### config.mk
export PLATFORM = sky130hd
export DESIGN_NAME = gfx256_write_arbiter_flat
export DESIGN_NICKNAME = d
export VERILOG_FILES = /design/src/rtl/gfx256_write_arbiter_if.sv /design/src/rtl/gfx256_write_arbiter.sv /design/src/flat_wrapper.sv
export SDC_FILE = /design/constraint.sdc
export NUM_CORES = 2
export LEC_CHECK = 0
export ABC_AREA = 1
export CAP_MARGIN = 5
export CORE_AREA = 2 2 617 619
export DETAILED_ROUTE_END_ITERATION = 10
export DIE_AREA = 0 0 619 621
export GPL_TIMING_DRIVEN = 1
export MAX_ROUTING_LAYER = met4
export PLACE_DENSITY = 0.33
export SKIP_LAST_GASP = 1
export SLEW_MARGIN = 20
export SYNTH_ARGS = -nofsm -noshare
export SYNTH_HDL_FRONTEND = slang
export SYNTH_SLANG_ARGS = --single-unit
### constraint.sdc
create_clock -name clk_i -period 22.9 [get_ports clk_i]
set_input_delay 2.29 -clock clk_i [delete_from_list [all_inputs] [get_ports clk_i]]
set_output_delay 2.29 -clock clk_i [all_outputs]
set_load 0.01 [all_outputs]
### src/rtl/gfx256_write_arbiter_if.sv
// Bundle of requester-side and wishbone-side signals for the pixel-write
// arbiter. The master modport is the arbiter's view: it drives the wbm
// write port and the requester acks. The slave modport is the view of the
// surrounding system (requesters plus the wbm), which drives the rest.
//
// Handshake: a requester raises req_write_i[k] for exactly one cycle and
// holds its addr/sel/dat slices stable until req_ack_o[k] pulses for one
// cycle. On the wbm side, wbm_write_o pulses for one cycle with
// addr/sel/dat valid, and the wbm answers with a one-cycle wbm_ack_i.
// Only one wbm transaction is outstanding at any time.
interface gfx256_write_arbiter_if #(
  parameter int N  = 4,
  parameter int GW = 3
);
  logic [N-1:0]     req_write_i;
  logic [N*27-1:0]  req_addr_i;
  logic [N*32-1:0]  req_sel_i;
  logic [N*256-1:0] req_dat_i;
  logic [N-1:0]     req_ack_o;
  logic             wbm_write_o;
  logic [26:0]      wbm_addr_o;
  logic [31:0]      wbm_sel_o;
  logic [255:0]     wbm_dat_o;
  logic             wbm_ack_i;
  logic [GW-1:0]    grant_o;
  logic             busy_o;
  logic [1:0]       state_o;

  modport master (
    input  req_write_i, req_addr_i, req_sel_i, req_dat_i, wbm_ack_i,
    output req_ack_o, wbm_write_o, wbm_addr_o, wbm_sel_o, wbm_dat_o,
           grant_o, busy_o, state_o
  );

  modport slave (
    output req_write_i, req_addr_i, req_sel_i, req_dat_i, wbm_ack_i,
    input  req_ack_o, wbm_write_o, wbm_addr_o, wbm_sel_o, wbm_dat_o,
           grant_o, busy_o, state_o
  );
endinterface

### src/rtl/gfx256_write_arbiter.sv
// Round-robin arbiter sharing one 256-bit pixel-write wishbone master port
// between N requesters. Write pulses are captured into a pending register,
// a winner is picked from the round-robin pointer upward, and exactly one
// transaction is forwarded to the wbm at a time; its ack is routed back to
// the granted requester as a one-cycle pulse.
module gfx256_write_arbiter #(
  parameter int N  = 4,
  parameter int GW = 3
) (
  input  logic                   clk_i,
  input  logic                   rst_i,
  gfx256_write_arbiter_if.master bus
);

  typedef enum logic [1:0] {
    S_IDLE  = 2'd0,
    S_ISSUE = 2'd1,
    S_WAIT  = 2'd2
  } state_t;

  state_t        state;
  logic [N-1:0]  pending;
  logic [N-1:0]  clr_mask;
  logic [N-1:0]  req_ack_q;
  logic [GW-1:0] rr;
  logic [GW-1:0] rr_next;
  logic [GW-1:0] win;
  logic [GW-1:0] grant_q;
  logic          found;
  logic          complete;
  logic          wbm_write_q;
  logic          busy_q;
  logic [26:0]   wbm_addr_q;
  logic [31:0]   wbm_sel_q;
  logic [255:0]  wbm_dat_q;

  // Round-robin search: first pending bit at or above rr, wrapping modulo N.
  always_comb begin
    int idx;
    found = 1'b0;
    win   = '0;
    idx   = 0;
    for (int i = 0; i < N; i++) begin
      idx = int'(rr) + i;
      if (idx >= N) idx = idx - N;
      if (!found && pending[idx]) begin
        found = 1'b1;
        win   = GW'(idx);
      end
    end
    rr_next = (int'(win) == N - 1) ? '0 : win + GW'(1);
  end

  // The transaction completes on a wbm ack seen in ISSUE or WAIT; the ack
  // coinciding with the issue cycle counts as well. IDLE ignores stray acks.
  always_comb begin
    complete = bus.wbm_ack_i && ((state == S_ISSUE) || (state == S_WAIT));
    clr_mask = complete ? (N'(1) << grant_q) : '0;
  end

  // Pending requests: a new pulse sets its bit, completion clears the
  // granted bit, and a pulse in the completion cycle keeps it set.
  always_ff @(posedge clk_i or posedge rst_i) begin
    if (rst_i) begin
      pending <= '0;
    end else begin
      pending <= (pending & ~clr_mask) | bus.req_write_i;
    end
  end

  // Grant / issue / wait sequencer with registered wbm and ack outputs.
  always_ff @(posedge clk_i or posedge rst_i) begin
    if (rst_i) begin
      state       <= S_IDLE;
      rr          <= '0;
      grant_q     <= '0;
      busy_q      <= 1'b0;
      wbm_write_q <= 1'b0;
      wbm_addr_q  <= '0;
      wbm_sel_q   <= '0;
      wbm_dat_q   <= '0;
      req_ack_q   <= '0;
    end else begin
      req_ack_q   <= '0;
      wbm_write_q <= 1'b0;
      case (state)
        S_IDLE: begin
          if (found) begin
            wbm_addr_q <= bus.req_addr_i[int'(win)*27 +: 27];
            wbm_sel_q  <= bus.req_sel_i[int'(win)*32 +: 32];
            wbm_dat_q  <= bus.req_dat_i[int'(win)*256 +: 256];
            grant_q    <= win;
            rr         <= rr_next;
            busy_q     <= 1'b1;
            state      <= S_ISSUE;
          end
        end
        S_ISSUE: begin
          wbm_write_q <= 1'b1;
          if (complete) begin
            req_ack_q <= clr_mask;
            busy_q    <= 1'b0;
            state     <= S_IDLE;
          end else begin
            state <= S_WAIT;
          end
        end
        S_WAIT: begin
          if (complete) begin
            req_ack_q <= clr_mask;
            busy_q    <= 1'b0;
            state     <= S_IDLE;
          end
        end
        default: state <= S_IDLE;
      endcase
    end
  end

  assign bus.req_ack_o   = req_ack_q;
  assign bus.wbm_write_o = wbm_write_q;
  assign bus.wbm_addr_o  = wbm_addr_q;
  assign bus.wbm_sel_o   = wbm_sel_q;
  assign bus.wbm_dat_o   = wbm_dat_q;
  assign bus.grant_o     = grant_q;
  assign bus.busy_o      = busy_q;
  assign bus.state_o     = state;

endmodule

### src/flat_wrapper.sv
// flat-port wrapper written by rule: the top's interface ports become plain ports
module gfx256_write_arbiter_flat 
#(
  parameter int N  = 4,
  parameter int GW = 3
)
  (clk_i, rst_i, bus_req_write_i, bus_req_addr_i, bus_req_sel_i, bus_req_dat_i, bus_wbm_ack_i, bus_req_ack_o, bus_wbm_write_o, bus_wbm_addr_o, bus_wbm_sel_o, bus_wbm_dat_o, bus_grant_o, bus_busy_o, bus_state_o);
  gfx256_write_arbiter_if #(.N(N), .GW(GW)) bus_i ();
  input  logic clk_i;
  input  logic rst_i;
  input wire logic [$bits(bus_i.req_write_i)-1:0] bus_req_write_i;
  input wire logic [$bits(bus_i.req_addr_i)-1:0] bus_req_addr_i;
  input wire logic [$bits(bus_i.req_sel_i)-1:0] bus_req_sel_i;
  input wire logic [$bits(bus_i.req_dat_i)-1:0] bus_req_dat_i;
  input wire logic [$bits(bus_i.wbm_ack_i)-1:0] bus_wbm_ack_i;
  output wire logic [$bits(bus_i.req_ack_o)-1:0] bus_req_ack_o;
  output wire logic [$bits(bus_i.wbm_write_o)-1:0] bus_wbm_write_o;
  output wire logic [$bits(bus_i.wbm_addr_o)-1:0] bus_wbm_addr_o;
  output wire logic [$bits(bus_i.wbm_sel_o)-1:0] bus_wbm_sel_o;
  output wire logic [$bits(bus_i.wbm_dat_o)-1:0] bus_wbm_dat_o;
  output wire logic [$bits(bus_i.grant_o)-1:0] bus_grant_o;
  output wire logic [$bits(bus_i.busy_o)-1:0] bus_busy_o;
  output wire logic [$bits(bus_i.state_o)-1:0] bus_state_o;
  assign bus_i.req_write_i = bus_req_write_i;
  assign bus_i.req_addr_i = bus_req_addr_i;
  assign bus_i.req_sel_i = bus_req_sel_i;
  assign bus_i.req_dat_i = bus_req_dat_i;
  assign bus_i.wbm_ack_i = bus_wbm_ack_i;
  assign bus_req_ack_o = bus_i.req_ack_o;
  assign bus_wbm_write_o = bus_i.wbm_write_o;
  assign bus_wbm_addr_o = bus_i.wbm_addr_o;
  assign bus_wbm_sel_o = bus_i.wbm_sel_o;
  assign bus_wbm_dat_o = bus_i.wbm_dat_o;
  assign bus_grant_o = bus_i.grant_o;
  assign bus_busy_o = bus_i.busy_o;
  assign bus_state_o = bus_i.state_o;
  gfx256_write_arbiter #(.N(N), .GW(GW)) u_core (.clk_i(clk_i), .rst_i(rst_i), .bus(bus_i));
endmodule
### Yosys cells after proc, flatten, opt, wreduce, memory -nomap -nowiden

Cells that the tools add are included.

* output and inout port bits: 326
* memories: 0
* logic and storage cells: 90
* ROM bits: 0
* latch bits: 0
* input port bits: 1267
* memory bits (writable): 0
* register bits after elaboration: 333

* order comparisons: 8
* shift operators: 4
* multiplexer cells: 36
* eq/ne operators: 6
* $mul: 1
* reduce and logical (&&, ||, !) cells: 14
* add/sub/neg operators: 8
* divide/modulo/power cells: 0
* bitwise operators: 3

Operators by type and width (number)
* $shiftx 1024x12->256: 1
* $lt 32x4->1 const B: 4
* $mux 32: 4
* $shiftx 128x9->32: 1
* $shiftx 108x32->27: 1
* $ge 32x4->1 const B: 3
* $sub 32x4->32 const B: 3
* $mux 1: 15
* $mux 3: 5
* $mux 4: 3
* $add 3x2->4 const B: 2
* $bmux 1 s2: 4
* $mul 3x5->8 const B: 1
* $mux 2: 3
* $ne 2x1->1 const B: 3
* $pmux 2 s3: 1
* $add 3x1->4 const B: 1
* $and 4x4->4: 1
* $logic_and 1x1->1: 4
* $not 4->4: 1
* $or 4x4->4: 1
* $reduce_and 2->1: 2
* $shl 1x3->4 const A: 1
* $sub 3x3->4 const B: 1
* other kinds (12): 14

### Depth between registers and ports, before layout

* depth in word-level cells: 17
* mapped depth: 19
* mapped depth without buffers: 15

### Least setup slack after synthesis

OpenSTA, ideal clock, no wires.

* kind: input-to-reg
* start: input port bus_wbm_ack_i
* end: register u_core.state[1], in the netlist u_core.bus.state_o[1]
* cell stages on the path: 6
* arrival time: 2.704 ns
* path slack: 20.069 ns
* required time: 22.773 ns
* library setup time: 0.127 ns
* path buffers: 0
* cells stage by stage: nand2_1 nand2_1 nand2_1 inv_1 nand3b_1 o21ai_0

* longest elaborated chain between the ends: 3
* elaborated cells between the ends (all ways): 5
* classes of those cells: eq/ne (1); mux (2); reduce/logical (2)

Ends and longest elaborated chain
* start: declaration: RTL line flat_wrapper.sv:15 `input wire logic [$bits(bus_i.wbm_ack_i)-1:0] bus_wbm_ack_i;`
* $logic_and 1x1->1 (*): RTL line gfx256_write_arbiter.sv:57 `complete = bus.wbm_ack_i && ((state == S_ISSUE) || (state == S_WAIT));`
* $mux 2 / $ne 2x1->1 (equally long branches)
* $pmux 2 s3 / $reduce_and 2->1 (equally long branches)
* end signal: assignment: RTL line gfx256_write_arbiter.sv:95 `state <= S_ISSUE;`
* end signal: assignment: RTL line gfx256_write_arbiter.sv:103 `state <= S_IDLE;`
* end signal: assignment: RTL line gfx256_write_arbiter.sv:105 `state <= S_WAIT;`
* end: declaration: RTL line gfx256_write_arbiter.sv:21 `state_t state;`

Mark *: on every way between the ends. The rest lies on a longest branch, timed or not.
A chain may end at the register's enable or synchronous reset.

### Worst setup path after layout

* start: register u_core.rr[0]
* end: register u_core.wbm_dat_q[0], in the netlist u_core.bus.wbm_dat_o[0]

* longest elaborated chain between the ends: 16
* elaborated cells between the ends (all ways): 43
* classes of those cells: add/sub (7); order compare (4); shift (1); mux (24); reduce/logical (7)

Ends and longest elaborated chain
* start: declaration: RTL line gfx256_write_arbiter.sv:25 `logic [GW-1:0] rr;`
* start signal: assignment: RTL line gfx256_write_arbiter.sv:93 `rr <= rr_next;`
* parallel branches: the longest is 16 deep, another holds $sub 32x4->32
* end signal: assignment: RTL line gfx256_write_arbiter.sv:91 `wbm_dat_q <= bus.req_dat_i[int'(win)*256 +: 256];`
* end: declaration: RTL line gfx256_write_arbiter.sv:35 `logic [255:0] wbm_dat_q;`

Several ways; the timed one is not identified. The select of a mux whose other input is x is not followed.

==> metrics.txt <==
Max Freq 171 MHz; r2r startpoint u_core.rr[0]$_DFFE_PP0P_; Netlist cell types 25; sum of negative setup slack 0 ps; CP Capture Type flip-flop; nets 7,199; Hold Path Sink u_core.bus.wbm_dat_o[4]$_DFFE_PP0P_; Clock Tree Buf Depth 3; clock latency on the worst-skew pair 730 ps; routed len/inst between 20 and 30 µm; I/O Pins 1,593; Hold Buf Count CTS 0; global-route wire length before repair approximately 400,000 µm; synth top area cells nand2_1 36%, dfrtp_1 31%, nand3_1 12%; most frequent cell after synthesis nand2_1; post-synthesis cell count 4,573; routed via count around 37,000; worst-margin pin slew around 1100 ps; CP arrival 6440 ps; initial antenna violation count ~160; Critical Path RT 23,500 ps; Place WS 17,020 ps; H-tree depth 2; Design Area, Final approximately 0.05 mm²; Peak VDD IR 0.157 mV; Yosys reg bits 333; fin crit period ~6000 ps; number of vias per cell 3.31; CP delay by family, top buffers and inverters; largest net degree at the start of global routing 167; total power about 9.1 mW; Seq/Total Area, Yosys 0.310; Root Buffer clkbuf_16; residual DRC count 0; crit-path max cell delay 810 ps; max-cap viol count 0; Worst Path Max Fanout 74; Commonest cells post-synth 2,554 x nand2_1, 640 x nand3_1, 333 x dfrtp_1; Port Buffers 1,592; pwr/cell area 182 mW/mm²; # clock sinks 333; CP Launch Type flip-flop; DR pass1 iterations 6; GPL Wtd Cong 0.943; Setup violations, final 0; Die W 619 µm; status completed; RSZ-0062 raised after global routing no; FF-to-FF End u_core.bus.wbm_dat_o[0]$_DFFE_PP0P_; die area around 0.38 mm²; Starting Density 0.0711; GRT Total Usage 0.166; cts bufs inserted 56; crit share post-route 0.255; HP Start u_core.bus.wbm_dat_o[4]$_DFFE_PP0P_; syn nets 5,846; post-route setup slack ~17,000 ps; Crit path top cell by count nand2_1; Warnings, synthesis 0; Detailed Route WL 320,000 µm; Worst slew margin 0.270; Antenna Violating Nets Remaining 0; Leak 23.0 nW; PostCTS Resize Cnt 0; CTS tree built; Yosys top cell by area nand2_1; Layout Cells excl Fill 11,100; number of global-route vias before repair 37,900; Mapped Area ~0.027 mm²; Syn Area/Cell 5.87 µm²; final hold slack 479 ps; layout overhead on the synthesized area 86.0%; post-CTS setup buffers 0; Fill cells between 40,000 and 50,000; core area roughly 0.38 mm²; crit-path cells inv_4 > ha_1 > inv_1 > nand3_1 > nand2_2 > a21oi_1 > nand2_4 > nand2_4 > buf_4 > buf_4 > buf_4 > nand2_1 > nand3_1 > nand2_1 > nand2_1 > nand2_1; Post-DP HPWL 269,000 µm; placed insts 10,900; clock-pin slew on the worst setup and hold paths 60 ps; post-placement cell area around 0.048 mm²; share of the synthesized area in the top cell type 0.357; CP bufs+invs 5; Worst Setup SP u_core.rr[0]$_DFFE_PP0P_; final clock skew 47.9 ps; Post-synth ARST share 1.00; Final Max Tran Viols 0; WHS Path Cells 2; initial DRC count 2,413; Post-synth EDFFs 0; Reg2Reg Depth 16; final hold viol count 0; Finished Core Util 0.132; total gr overflow 0; critical path type reg -> reg; chip height 621 µm; Top FF cell, synth dfrtp_1; layout cells sized above 1 0.0285; Worst path slowest cell buf_4; r2r setup slk 17,060 ps; num rows 226; HP Class reg -> reg
-- where the power goes --
group          leakage [nW]  internal, mW  switching (mW)
Combinational          17.9          1.91            5.06
Sequential             4.12         0.907           0.244
Clock                 0.967         0.567           0.396
-- per-layer routing --
| layer | wire [µm] | track usage | share of wire | vias to the layer above |
|---|---|---|---|---|
| li1 | - | - | - | 17000 |
| met1 | 130000 | 0.188 | 0.41 | 17900 |
| met2 | 151000 | 0.271 | 0.47 | 1468 |
| met3 | 32500 | 0.0694 | 0.10 | 265 |
| met4 | 6680 | 0.0330 | 0.021 | 0 |
| met5 | 0 | - | 0 | - |
-- how the worst max path moves through the flow --
stage,endpoint,cells past startpoint
finish,u_core.bus.wbm_dat_o[0]$_DFFE_PP0P_,16
floorplan,u_core.bus.busy_o$_DFFE_PP0P_,1
global route,u_core.bus.wbm_sel_o[13]$_DFFE_PP0P_,17
detailed placement,u_core.bus.wbm_dat_o[0]$_DFFE_PP0P_,16
CTS,u_core.bus.wbm_sel_o[8]$_DFFE_PP0P_,17
global placement,u_core.bus.wbm_dat_o[7]$_DFFE_PP0P_,17
-- cell usage in the layout, fill, tap and decap left out, drive strengths merged, types with 7 or more instances in the layout --
| master | count |
|---|---|
| clkbuf | 77 |
| inv | 340 |
| nand3b | 316 |
| clkdlybuf4s50 | 1592 |
| diode | 87 |
| dfrtp | 333 |
| buf | 52 |
| nand3 | 640 |
| nor2 | 7 |
| clkinv | 13 |
| nand2 | 2560 |
-- layout make-up --
| type | count | area [µm²] | share of cell area |
|---|---|---|---|
| inverters | 338 | 1290 | 0.0257 |
| well taps | 5016 | 6280 | 0.126 |
| clock inverters | 26 | 340 | 0.00681 |
| repair buffers | 1644 | 16400 | 0.328 |
| flip-flops and latches | 333 | 8330 | 0.167 |
| multi-input cells | 3553 | 15500 | 0.310 |
| clock buffers | 77 | 1640 | 0.0328 |
| diodes | 87 | 218 | 0.00436 |
-- registers in the layout, indices dropped and copies added (netlist names) --
register                flops
u_core.bus.wbm_write_o      1
u_core.bus.busy_o           1
u_core.bus.state_o          2
u_core.bus.wbm_dat_o      256
u_core.rr                   3
u_core.pending              4
u_core.bus.wbm_addr_o      27
u_core.bus.grant_o          3
u_core.bus.wbm_sel_o       32
u_core.bus.req_ack_o        4
-- cells by family after synthesis --
logic type	after synthesis	share of synthesized area
flops	333	0.310
compound gates	16	0.00363
fa+ha+maj	6	0.00279
buf+inv	687	0.114
simple gates	3531	0.569
-- worst min-delay path: cells and delay by family, from the launching register on --
kind | cells | cell delay [ps]
DFF | 1 | 340
and+or+nand+nor | 2 | 100
Note: power is estimated with default switching activity, not from simulation.
